===== src/rtl/mc_controller.sv =====
// mc_controller
//   Multicycle control sequencer for a non-pipelined MIPS core sharing one
//   instruction/data memory. A Moore FSM walks each instruction through
//   fetch, decode, execute, memory and writeback. The machine waits in the
//   memory states until the memory acknowledges with mem_ready.
//
// State table:
//   state    | meaning
//   ---------+-------------------------------------------------------------
//   FETCH    | read instr at PC; on ack load IR and advance PC to PC+4
//   DECODE   | precompute branch target into ALUOut, dispatch on opcode
//   MEMADR   | compute load/store address (A + signext imm)
//   MEMRD    | read data memory at ALUOut, wait for ack
//   MEMWB    | write loaded word/byte to rt
//   MEMWR    | write regB to memory at ALUOut, wait for ack
//   RTYPEEX  | ALU op on A and B per funct
//   RTYPEWB  | write ALUOut to rd
//   BRANCHEX | compare A and B, conditional PC load with branch target
//   ADDIEX   | A + signext imm
//   ADDIWB   | write ALUOut to rt
//   JEX      | PC <- jump target
//   JALEX    | PC <- jump target, $31 <- PC (already PC+4)
//
// Ports:
//   clk, reset      system clock, synchronous active-high reset
//   op              opcode from IR, valid from DECODE onward
//   mem_ready       memory acknowledge for the current request
//   memread/memwrite/iord          memory request and address select
//   irwrite/pcwrite/branch/bne/pcsrc  IR and PC update controls
//   alusrca/alusrcb/aluop          ALU operand and operation selects
//   regwrite/regdst/memtoreg/lb    register file writeback controls
//   instr_done      pulse on the last cycle of every instruction
//   illegal_op      pulse in DECODE on an unsupported opcode

module mc_controller #(
  parameter int OPW = 6,
  parameter int STW = 4
) (
  input  logic           clk,
  input  logic           reset,
  input  logic [OPW-1:0] op,
  input  logic           mem_ready,
  output logic           memread,
  output logic           memwrite,
  output logic           iord,
  output logic           irwrite,
  output logic           pcwrite,
  output logic           branch,
  output logic           bne,
  output logic [1:0]     pcsrc,
  output logic           alusrca,
  output logic [1:0]     alusrcb,
  output logic [1:0]     aluop,
  output logic           regwrite,
  output logic [1:0]     regdst,
  output logic [1:0]     memtoreg,
  output logic           lb,
  output logic           instr_done,
  output logic           illegal_op
);

  localparam logic [OPW-1:0] OP_RTYPE = 6'b000000;
  localparam logic [OPW-1:0] OP_LW    = 6'b100011;
  localparam logic [OPW-1:0] OP_SW    = 6'b101011;
  localparam logic [OPW-1:0] OP_LB    = 6'b100000;
  localparam logic [OPW-1:0] OP_BEQ   = 6'b000100;
  localparam logic [OPW-1:0] OP_BNE   = 6'b000101;
  localparam logic [OPW-1:0] OP_ADDI  = 6'b001000;
  localparam logic [OPW-1:0] OP_J     = 6'b000010;
  localparam logic [OPW-1:0] OP_JAL   = 6'b000011;

  typedef enum logic [STW-1:0] {
    S_FETCH    = STW'(0),
    S_DECODE   = STW'(1),
    S_MEMADR   = STW'(2),
    S_MEMRD    = STW'(3),
    S_MEMWB    = STW'(4),
    S_MEMWR    = STW'(5),
    S_RTYPEEX  = STW'(6),
    S_RTYPEWB  = STW'(7),
    S_BRANCHEX = STW'(8),
    S_ADDIEX   = STW'(9),
    S_ADDIWB   = STW'(10),
    S_JEX      = STW'(11),
    S_JALEX    = STW'(12)
  } state_t;

  state_t state_q;
  state_t state_d;

  always_ff @(posedge clk) begin
    if (reset) begin
      state_q <= S_FETCH;
    end else begin
      state_q <= state_d;
    end
  end

  always_comb begin
    state_d    = S_FETCH;
    memread    = 1'b0;
    memwrite   = 1'b0;
    iord       = 1'b0;
    irwrite    = 1'b0;
    pcwrite    = 1'b0;
    branch     = 1'b0;
    bne        = 1'b0;
    pcsrc      = 2'b00;
    alusrca    = 1'b0;
    alusrcb    = 2'b00;
    aluop      = 2'b00;
    regwrite   = 1'b0;
    regdst     = 2'b00;
    memtoreg   = 2'b00;
    lb         = 1'b0;
    instr_done = 1'b0;
    illegal_op = 1'b0;

    case (state_q)
      S_FETCH: begin
        memread = 1'b1;
        alusrcb = 2'b01;
        // IR load and PC+4 commit only on the acknowledge cycle
        irwrite = mem_ready;
        pcwrite = mem_ready;
        state_d = mem_ready ? S_DECODE : S_FETCH;
      end

      S_DECODE: begin
        alusrcb = 2'b11;
        case (op)
          OP_RTYPE:         state_d = S_RTYPEEX;
          OP_LW, OP_SW,
          OP_LB:            state_d = S_MEMADR;
          OP_BEQ, OP_BNE:   state_d = S_BRANCHEX;
          OP_ADDI:          state_d = S_ADDIEX;
          OP_J:             state_d = S_JEX;
          OP_JAL:           state_d = S_JALEX;
          default: begin
            // unsupported opcodes retire here as a no-op
            illegal_op = 1'b1;
            instr_done = 1'b1;
            state_d    = S_FETCH;
          end
        endcase
      end

      S_MEMADR: begin
        alusrca = 1'b1;
        alusrcb = 2'b10;
        state_d = (op == OP_SW) ? S_MEMWR : S_MEMRD;
      end

      S_MEMRD: begin
        memread = 1'b1;
        iord    = 1'b1;
        state_d = mem_ready ? S_MEMWB : S_MEMRD;
      end

      S_MEMWB: begin
        regwrite   = 1'b1;
        memtoreg   = 2'b01;
        lb         = (op == OP_LB);
        instr_done = 1'b1;
        state_d    = S_FETCH;
      end

      S_MEMWR: begin
        memwrite   = 1'b1;
        iord       = 1'b1;
        instr_done = mem_ready;
        state_d    = mem_ready ? S_FETCH : S_MEMWR;
      end

      S_RTYPEEX: begin
        alusrca = 1'b1;
        aluop   = 2'b10;
        state_d = S_RTYPEWB;
      end

      S_RTYPEWB: begin
        regwrite   = 1'b1;
        regdst     = 2'b01;
        instr_done = 1'b1;
        state_d    = S_FETCH;
      end

      S_BRANCHEX: begin
        alusrca    = 1'b1;
        aluop      = 2'b01;
        pcsrc      = 2'b01;
        branch     = (op == OP_BEQ);
        bne        = (op == OP_BNE);
        instr_done = 1'b1;
        state_d    = S_FETCH;
      end

      S_ADDIEX: begin
        alusrca = 1'b1;
        alusrcb = 2'b10;
        state_d = S_ADDIWB;
      end

      S_ADDIWB: begin
        regwrite   = 1'b1;
        instr_done = 1'b1;
        state_d    = S_FETCH;
      end

      S_JEX: begin
        pcwrite    = 1'b1;
        pcsrc      = 2'b10;
        instr_done = 1'b1;
        state_d    = S_FETCH;
      end

      S_JALEX: begin
        // PC was advanced in FETCH, so memtoreg=10 writes the return address
        regwrite   = 1'b1;
        regdst     = 2'b10;
        memtoreg   = 2'b10;
        pcwrite    = 1'b1;
        pcsrc      = 2'b10;
        instr_done = 1'b1;
        state_d    = S_FETCH;
      end

      default: begin
        state_d = S_FETCH;
      end
    endcase

    // reset abandons the instruction: no strobes in the reset cycle
    if (reset) begin
      memread    = 1'b0;
      memwrite   = 1'b0;
      iord       = 1'b0;
      irwrite    = 1'b0;
      pcwrite    = 1'b0;
      branch     = 1'b0;
      bne        = 1'b0;
      pcsrc      = 2'b00;
      alusrca    = 1'b0;
      alusrcb    = 2'b00;
      aluop      = 2'b00;
      regwrite   = 1'b0;
      regdst     = 2'b00;
      memtoreg   = 2'b00;
      lb         = 1'b0;
      instr_done = 1'b0;
      illegal_op = 1'b0;
    end
  end

endmodule


===== config.mk =====
export PLATFORM = sky130hd
export DESIGN_NAME = mc_controller
export DESIGN_NICKNAME = d
export VERILOG_FILES = /design/src/rtl/mc_controller.sv
export SDC_FILE = /design/constraint.sdc
export NUM_CORES = 1
export LEC_CHECK = 0
export CORE_MARGIN = 3
export CORE_UTILIZATION = 45
export DETAILED_ROUTE_END_ITERATION = 12
export PLACE_DENSITY = 0.89
export RECOVER_POWER = 100
export SYNTH_ARGS = -nofsm -noshare
export SYNTH_HDL_FRONTEND = slang
export SYNTH_SLANG_ARGS = --single-unit

===== constraint.sdc =====
create_clock -name clk -period 3.5 [get_ports clk]
set_input_delay 0.7 -clock clk [delete_from_list [all_inputs] [get_ports clk]]
set_output_delay 0.7 -clock clk [all_outputs]
set_load 0.02 [all_outputs]

==> metrics <==
CP endpoint kind output pin; ANT cells 0; Post-synth EDFFs 0; Worst EP required 2800 ps; DP HPWL 1693 um; CP arrival 2700 ps; Yosys warning count 0; post_cts resized 0; post-route ant nets 0; Synth Cell Area 738.2 um2; Yosys top cell area share 10.85%; cell count after synthesis 113; Hold Startpoint state_q[3]$_SDFF_PP0_; Least-Margin Pin Slew 466.6 ps; crit-path cells dlygate4sd3_1 > nor3_1 > o21ai_0 > and4_1 > or2_1 > clkdlybuf4s50_1; max-slew violations 0; post-CTS setup buffers 0; storage element area 80.08 um2; Slew headroom 68.85%; Rows 13; IO Count 31; Final nets 152; reg-to-reg critical path endpoint state_q[1]$_SDFF_PP0_; CTS tree done; final WL 2119 um; Crit path buffers/inverters 2; DRT Pass-1 Iters 4; final worst-path cycle share 97.10%; maximum achievable frequency 294.2 MHz; drt first-iter violations 24; Reg with most FFs state_q; Post-Syn Area per Cell 6.533 um2; Multi-input gate area 568.0 um2; Hold Fails Final Rpt 0; Initial Util 52.17%; biggest regs state_q x4; total track usage 22.99%; kind of critical path input port to output pin; VDD IR max 0.00006887 V; ys flop type dfxtp_1; RSZ-0062 raised after global routing false; clk root buf clkbuf_4; slowest stage cell, crit path dlygate4sd3_1; sequential cell area fraction in the yosys report 10.85%; syn_nets 122; CTS hold repair buffers 0; clock slew at reported path FFs 40 ps; CTS HTree Levels 1; CTS Sinks 4; status finished, final reports clean; Setup crit start op[5]; Critical Path Stages 6; CTS Buf Count 3; Vias per Instance 5.865; largest net degree at the start of global routing 23; crit path to instr_done; hold crit path type register to register; post-synth cell types 42; crit-path max FO 4; clock latency on the worst-skew pair 250 ps; final hold slack 696.5 ps; chip height 46.50 um; Die Footprint 2162 um2; detailed-route DRC error count 0; minimum clock period after layout 3398 ps; Worst R2R Setup Slack 1730 ps; Async SR Flop Fraction 0%; max reg flops 4; Worst Reg2Reg Path Length in Cells 4; via count 915; Final setup viols 0; gpl congestion 0.8513; CP top delay family buffers and inverters; GRT overflow 0; Pleak 0.4200 nW; Pwr Density 166.6 nW/um2; Seq cells post-synth 4; worst r2r src state_q[0]$_SDFF_PP0_; # port buffers 30; # fillers 116; most frequent cells in the layout 22 x dlygate4sd3_1, 12 x nor2_1, 8 x a21oi_1, 8 x clkdlybuf4s50_1, 8 x buf_4; Setup Skew 8.714 ps; Die X 46.50 um; synthesis-to-layout area growth 43.73%; Max stage delay on crit path 580 ps; vias in the first global route 894; top cells by area, synth dfxtp_1 11%, buf_2 6.1%, nor2_1 6.1%; area leader, netlist dfxtp_1; Max Cap Viol 0; Worst setup SP type input port; most common cell after layout, fill and taps aside dlygate4sd3_1; initial antenna violation count 0; average wire per cell in the routed design 13.58 um; layout cell share with drive strength beyond 1 11.35%; setup TNS 0 ps; core area 1415 um2; first-pass GRT wire length 3622 um; Max clock buf depth 2
-- per-layer routing --
metal	wire [um]	GRT usage, %	vias up
met3	112	2.344	3
met4	32	13.07	0
met2	1082	42.86	33
met5	0	0	-
li1	-	-	473
met1	892	24.37	406
-- worst reg2reg max path: stages, from the launching register on --
cell and delay, ps:
dfxtp_1 600, nand2b_1 310, nor2_4 170, or4b_1 450, a31oi_1 170
-- cell type report --
class                   count  area share, %
well taps                  15          1.769
flip-flops and latches      4          7.547
multi-input cells          93          53.54
clock buffers               3          2.123
inverters                   2         0.7075
repair buffers             39          34.32
-- power breakdown --
| group | switching [W] | leakage [nW] | internal (W) |
|---|---|---|---|
| Combinational | 0.0000335 | 0.374 | 0.0000312 |
| Clock | 0.0000239 | 0.0138 | 0.0000387 |
| Sequential | 0.00000273 | 0.0324 | 0.0000466 |
| Total | 0.0000602 | 0.420 | 0.000117 |
-- worst min-delay path by stage --
stage | end | cells past startpoint
finish | state_q[0]$_SDFF_PP0_ | 1
global route | state_q[0]$_SDFF_PP0_ | 1
CTS | state_q[0]$_SDFF_PP0_ | 1
detailed placement | state_q[0]$_SDFF_PP0_ | 1
global placement | state_q[0]$_SDFF_PP0_ | 1
floorplan | state_q[1]$_SDFF_PP0_ | 3
-- synth_stat cells, types with 2 or more instances --
cell type	instances
nor3b_1	3
a22oi_1	2
o21ai_0	6
nand3_1	2
a31oi_1	4
buf_6	2
nor2b_1	2
xnor2_1	2
nor4_1	6
buf_2	9
inv_1	2
dfxtp_1	4
nand2_1	6
a21oi_1	8
and4b_1	2
or2_1	2
nor2_1	12
a211oi_1	2
clkbuf_1	2
nand2b_1	5
nor3_1	7
or2_2	2
and3_1	2
-- through the flow --
stage / util (%) / std cells / cell area (um2) / total power, W / setup WS, ps
after floorplan: - / 113 / 738.2 / 0.00008943 / 661.6
after global placement: 73.65 / 153 / 1042 / 0.0001152 / 184.3
after detailed placement: 73.65 / 153 / 1042 / 0.0001171 / 102.0
after CTS: 75.24 / 156 / 1065 / 0.0001812 / 94.70
after global routing: 74.98 / 156 / 1061 / 0.0001863 / 3.840
final: 74.98 / 156 / 1061 / 0.0001768 / 101.5
-- logic make-up (layout without fill, tap and decap cells) --
family | Yosys count | count (layout) | share of synthesized area, %
and+or+nand+nor | 62 | 62 | 50.17
AOI/OAI and AO/OA | 29 | 29 | 24.41
buffers and inverters | 16 | 44 | 12.20
DFF | 4 | 4 | 10.85
xor gates and xnor gates | 2 | 2 | 2.373
Note: power is estimated with default switching activity, not from simulation.
